### src/rtl/wb_pkg.sv
// Shared definitions for the writeback stage: opcode encodings, the link
// register number and the sequencer state type.
package wb_pkg;

  localparam int WB_RF_ADDR_W = 4;
  localparam int WB_DATA_W    = 32;
  localparam logic [3:0] WB_LINK_REG = 4'd14;

  // 5'h00-5'h0F are plain ALU operations
  localparam logic [4:0] OP_LDR  = 5'h10;
  localparam logic [4:0] OP_STR  = 5'h11;
  localparam logic [4:0] OP_CMP  = 5'h12;
  localparam logic [4:0] OP_TST  = 5'h13;
  localparam logic [4:0] OP_CMN  = 5'h14;
  localparam logic [4:0] OP_ADDS = 5'h15;
  localparam logic [4:0] OP_SUBS = 5'h16;

  typedef enum logic {
    IDLE         = 1'b0,
    LINK_PENDING = 1'b1
  } wb_state_t;

  function automatic logic is_flag_op(input logic [4:0] op);
    return (op == OP_CMP) || (op == OP_TST) || (op == OP_CMN) ||
           (op == OP_ADDS) || (op == OP_SUBS);
  endfunction

endpackage

### src/rtl/wb_data_select.sv
// Chooses load data or ALU result as the writeback value and flags the
// opcodes that update the architectural NZCV register.
module wb_data_select
  import wb_pkg::*;
#(
  parameter int DATA_W = WB_DATA_W
) (
  input  logic [4:0]        opcode,
  input  logic [DATA_W-1:0] mem_data,
  input  logic [DATA_W-1:0] alu_data,
  output logic [DATA_W-1:0] wb_data,
  output logic              flag_op
);

  always_comb begin
    wb_data = (opcode == OP_LDR) ? mem_data : alu_data;
    flag_op = is_flag_op(opcode);
  end

endmodule

### src/rtl/writeback_sequencer.sv
// Writeback stage: drives the single-port register file, splitting
// link-with-writeback instructions into two consecutive writes.
module writeback_sequencer
  import wb_pkg::*;
#(
  parameter int              RF_ADDR_W = WB_RF_ADDR_W,
  parameter int              DATA_W    = WB_DATA_W,
  parameter logic [RF_ADDR_W-1:0] LINK_REG = WB_LINK_REG
) (
  input  logic                 clk,
  input  logic                 reset,
  input  logic [DATA_W-1:0]    dataMemOut_in,
  input  logic [DATA_W-1:0]    writeData_in,
  input  logic [DATA_W-1:0]    data2_in,
  input  logic [RF_ADDR_W-1:0] rd_in,
  input  logic                 linkBit_in,
  input  logic                 writebackEnable_in,
  input  logic [3:0]           CPSRStatus_in,
  input  logic [4:0]           opcode_in,
  output logic                 rf_we,
  output logic [RF_ADDR_W-1:0] rf_waddr,
  output logic [DATA_W-1:0]    rf_wdata,
  output logic [3:0]           cpsr_flags,
  output logic                 stall_out,
  output logic                 protocol_error,
  output logic [31:0]          retired_count
);

  logic [DATA_W-1:0] sel_data;
  logic              flag_op;

  wb_data_select #(.DATA_W(DATA_W)) u_data_select (
    .opcode   (opcode_in),
    .mem_data (dataMemOut_in),
    .alu_data (writeData_in),
    .wb_data  (sel_data),
    .flag_op  (flag_op)
  );

  wb_state_t             state_reg, state_next;
  logic [DATA_W-1:0]     pending_reg, pending_next;
  logic                  we_next;
  logic [RF_ADDR_W-1:0]  waddr_next;
  logic [DATA_W-1:0]     wdata_next;
  logic                  perr_next;

  always_comb begin
    state_next   = state_reg;
    pending_next = pending_reg;
    we_next      = 1'b0;
    waddr_next   = rf_waddr;
    wdata_next   = rf_wdata;
    perr_next    = protocol_error;
    stall_out    = 1'b0;

    case (state_reg)
      IDLE: begin
        if (writebackEnable_in && linkBit_in) begin
          // rd goes first; the link value waits one cycle in pending_reg
          stall_out    = 1'b1;
          we_next      = 1'b1;
          waddr_next   = rd_in;
          wdata_next   = sel_data;
          pending_next = data2_in;
          state_next   = LINK_PENDING;
        end else if (writebackEnable_in) begin
          we_next    = 1'b1;
          waddr_next = rd_in;
          wdata_next = sel_data;
        end else if (linkBit_in) begin
          we_next    = 1'b1;
          waddr_next = LINK_REG;
          wdata_next = data2_in;
        end
      end
      LINK_PENDING: begin
        // Upstream should be presenting a bubble; anything else is lost.
        we_next    = 1'b1;
        waddr_next = LINK_REG;
        wdata_next = pending_reg;
        state_next = IDLE;
        if (writebackEnable_in || linkBit_in) begin
          perr_next = 1'b1;
        end
      end
      default: state_next = IDLE;
    endcase
  end

  always_ff @(posedge clk) begin
    if (reset) begin
      state_reg      <= IDLE;
      pending_reg    <= '0;
      rf_we          <= 1'b0;
      rf_waddr       <= '0;
      rf_wdata       <= '0;
      cpsr_flags     <= '0;
      protocol_error <= 1'b0;
      retired_count  <= '0;
    end else begin
      state_reg      <= state_next;
      pending_reg    <= pending_next;
      rf_we          <= we_next;
      rf_waddr       <= waddr_next;
      rf_wdata       <= wdata_next;
      protocol_error <= perr_next;
      retired_count  <= retired_count + {31'd0, we_next};
      if (flag_op) begin
        cpsr_flags <= CPSRStatus_in;
      end
    end
  end

endmodule

### config.mk
export PLATFORM = sky130hd
export DESIGN_NAME = writeback_sequencer
export DESIGN_NICKNAME = d
export VERILOG_FILES = /design/src/rtl/wb_pkg.sv /design/src/rtl/wb_data_select.sv /design/src/rtl/writeback_sequencer.sv
export SDC_FILE = /design/constraint.sdc
export NUM_CORES = 1
export LEC_CHECK = 0
export ABC_AREA = 1
export CORE_MARGIN = 5
export CORE_UTILIZATION = 42
export DETAILED_ROUTE_END_ITERATION = 12
export PLACE_DENSITY = 0.89
export SLEW_MARGIN = 20
export SYNTH_ARGS = -nofsm -noshare
export SYNTH_HDL_FRONTEND = slang
export SYNTH_HIERARCHICAL = 1
export SYNTH_SLANG_ARGS = --single-unit
### constraint.sdc
create_clock -name clk -period 1.83 [get_ports clk]
set_input_delay 0.2745 -clock clk [delete_from_list [all_inputs] [get_ports clk]]
set_output_delay 0.2745 -clock clk [all_outputs]
set_load 0.02 [all_outputs]
# Yosys cells after proc, flatten, opt, wreduce, memory -nomap -nowiden
# Cells that the tools add are included.
# classes
addsub	1
reduce_logical	8
mux	16
bitwise	1
n_eq_ne	7
# ops
operator	n
$mux 32	4
$pmux 32 s2	1
$add 32x1->32	1
$eq 5x5->1 const B	6
$mux 4	3
$pmux 4 s2	1
$logic_or 1x1->1	5
$mux 1	5
$ne 4x4->1 const B	1
$pmux 1 s2	2
$reduce_and 2->1	2
$logic_and 1x1->1	1
$not 1->1	1
# word_totals
elab_cells	41
inputBits	113
output_inout_bits	75
regBits	107

# Logic depth before layout (Yosys ltp)
# logic_depth
word_depth	5
mapped_depth	13
mapped_depth_nobuf	12

# Modules after synthesis
# The synthesis kept the hierarchy.
# by_module_without_submodules
module	n_inst	cells_per_inst	area_per_inst_um2
writeback_sequencer	1	691	4953.5
wb_data_select	1	118	576.8

# Least setup slack after synthesis
# OpenSTA, ideal clock, no wires.
# synth_timing
path_type	register to register
from	reg state_reg
to	reg retired_count[18]
stages_incl_launch_ff	13
path_buffers	1
slack_ps	-34
arrival_time_ps	1736
synth_period_minus_slack_ps	1864
t_required_ps	1702
setup_ps	128
cell_sequence	dfxtp_1 inv_2 buf_6 nand2_8 ha_1 ha_1 nand2_1 nor2_2 nand3_1 nor2_1 nand2_1 nand2_1 nor2_1
# synth_via
elab_chain_len	3
# synth_rtl
element	line	text
start: declaration	writeback_sequencer.sv:40	wb_state_t state_reg, state_next;
start signal: assignment	writeback_sequencer.sv:101	state_reg <= state_next;
$not 1->1	n/a	
$pmux 1 s2 (*)	writeback_sequencer.sv:56	case (state_reg)
named net we_next	writeback_sequencer.sv:42	logic we_next;
$add 32x1->32 (*)	writeback_sequencer.sv:107	retired_count <= retired_count + {31'd0, we_next};
end signal: assignment	writeback_sequencer.sv:107	
end: declaration	writeback_sequencer.sv:26	output logic [31:0] retired_count
# The timed path passes the listed nets; every way through them passes the cells marked *.
# A chain may end at the register's enable or synchronous reset.

# Worst setup path in the final report
# layout_timing
from	reg state_reg
to	out stall_out
# layout_via
elab_chain_len	1
# layout_rtl
element	line	text
$mux 1	writeback_sequencer.sv:56	
end: declaration	writeback_sequencer.sv:24	output logic stall_out,
# Every way passes these cells.

==> reports/results.ini <==
[cts]
clk_path_buf_depth=2
postCtsSetupRepairBufs=0
path_clk_slew_ns=0.07
clock_sinks=107
cts_tree=built
cts_made_buffers=9
cts_root_buffer=clkbuf_16
worstSkewPairLatency_ns=0.35
ctsHtreeMaxLevel=3

[grt]
grt.total_usage=0.210
grt_antenna_before_repair=0
grt_pass1_vias=5710
overflow=0
grt_max_degree=43
grt_pass1_wl_um=27200

[yosys]
netlist.area_leader.share=0.387
syn-cell-area_um2=5530
syn_nets=924
ys_seq_area_frac=0.387
synth.avg_cell_area_um2=6.84
syn_inst=809
yosysWarnings=6
yosysTopAreaCell=dfxtp_1
synthTopCellsByArea=dfxtp_1 39%, nand2_1 16%, nor2_1 6.4%
synth_cell_types=32
synth_seq_cells=107

[worst_setup_path]
critPathMaxStageDelay_ns=0.33
arrival_ns=1.46
path_max_fanout=24
critPathLaunchType=flop
crit_path_end_kind=primary output
path_cells=inv_2 -> buf_6 -> nand2_2 -> nor2_4 -> buf_12 -> buf_4
cpMaxStageDelayCell=dfxtp_2
worstSetupPathType=flop to primary output
cp.required_ns=1.56

[final_layout]
syn_to_final_growth_pct=45.2
drive_above_1_share=0.0947
final_cell_mix=234 x nand2_1, 183 x clkdlybuf4s50_1, 106 x dfxtp_1, 94 x nor2_1, 65 x inv_1
final_common_cell=nand2_1
num-nets-final=1114
instances_no_fill=1179
n_antenna_cell=0

[sta]
layout_setup_ws_ns=0.0965
hold_viol=0
worst_pin_slew_ns=0.525
slew_violations=0
rsz0062_at_grt=false
skew_ns=0.00941
finalCriticalPeriod_ns=1.73
fmax_mhz=577
setup_viol=0
slew_headroom=0.650
fin_crit_sh=0.947

[floorplanning]
core_area_um2=13100
rows=42
initial_core_util=0.423
die_w_um=125
dieArea_um2=15600
io_pins=188
die_h_um=125

[pwr]
power.density_nw_per_um2=694
ir_drop_mv=0.412
leakage_uw=0.00325

[detailed_routing]
via_per_inst=5.13
totalWireLength_um=16900
drt_iter0_markers=459
wl_per_cell_um=14.4
postRouteAntennaNets=0
drc_errors=0
via_count=6049
first_pass_iters=7

[worst_hold_path]
hold_path_class=input pin to flop

[placed_design]
place.detailed.hpwl_um=12800
placed_cells=1164
gp_congestion=0.880
io_buffers=187
pre_cts_slack_ns=-0.425

[run_status]
status=finished, final reports clean

[run]
max_cap_viol_count=0

repair_timing:
| action | CTS | global route |
|---|---|---|
| resized for setup | 5 | 1 |
| setup endpoints to repair | 11 | 1 |
| hold buffers | 0 | 0 |
layer usage:
| layer | up-vias | share of wire | track usage |
|---|---|---|---|
| met5 | - | 0 | 0 |
| met3 | 37 | 0.092 | 0.0553 |
| met4 | 0 | 0.028 | 0.0890 |
| met1 | 2735 | 0.42 | 0.264 |
| li1 | 3018 | - | - |
| met2 | 259 | 0.46 | 0.341 |
worst max-delay path: cells and delay by family, from the launching register on:
kind / cells / cell delay [ns]
AND/OR/NAND/NOR: 2 / 0.18
buffers and inverters: 4 / 0.58
flip-flops: 1 / 0.33
per-stage QoR:
step / instance area [um2] / hold slack, ns / TNS [ns] / total power, uW / util
after floorplan: 5530 / 0.409 / 0 / 3070 / -
after global placement: 7710 / 0.454 / -13.82 / 3620 / 0.590
after detailed placement: 7710 / 0.459 / -17.56 / 3640 / 0.590
after CTS: 8030 / 0.358 / 0 / 5620 / 0.613
after global routing: 8030 / 0.386 / 0 / 5800 / 0.614
final: 8030 / 0.377 / 0 / 5570 / 0.614
Yosys cell counts:
library cell	count
a21oi_1	45
a22oi_1	8
a31oi_1	18
buf_2	24
buf_4	8
buf_6	6
clkbuf_1	8
clkbuf_2	1
dfxtp_1	107
ha_1	2
inv_1	66
inv_2	5
inv_6	1
nand2_1	234
nand2_2	5
nand2_8	1
nand3_1	27
nand3_4	1
nand4_1	33
nor2_1	94
nor2_2	4
nor2_4	8
nor2_8	2
nor3_1	3
o211ai_1	20
o21a_1	3
o21ai_0	59
o21bai_1	2
o221a_2	3
or2_2	7
xnor2_1	2
xor2_1	2
power by group:
group | switching (uW) | internal (uW) | total, uW
logic | 524 | 544 | 1070
clock network | 857 | 1130 | 1980
registers | 66.2 | 2460 | 2520
logic make-up after synthesis:
logic type	count (synthesis)	share of synthesized area
AND/OR/NAND/NOR	419	0.336
AO/OA/AOI/OAI	158	0.165
buffers and inverters	119	0.101
flip-flops	107	0.387
XOR/XNOR	4	0.00634
adder cells (fa/ha/maj)	2	0.00452
worst paths after layout:
check	from	end	slack (ns)	depth (start not counted)
max reg2reg	state_reg	retired_count[18]	0.16	11
min	reset	rf_wdata[11]	0.38	4
max	state_reg	stall_out	0.1	6
min reg2reg	rf_wdata[5]	rf_wdata[5]	0.47	2
cell type report:
class | count | area, um2
fillers | 1115 | 5050
clock inverters | 4 | 50.0
inverters | 72 | 275
well taps | 176 | 220
multi-input cells | 583 | 2840
repair buffers | 226 | 2250
flip-flops and latches | 107 | 2140
clock buffers | 11 | 253
(Power assumes the default switching activity.)
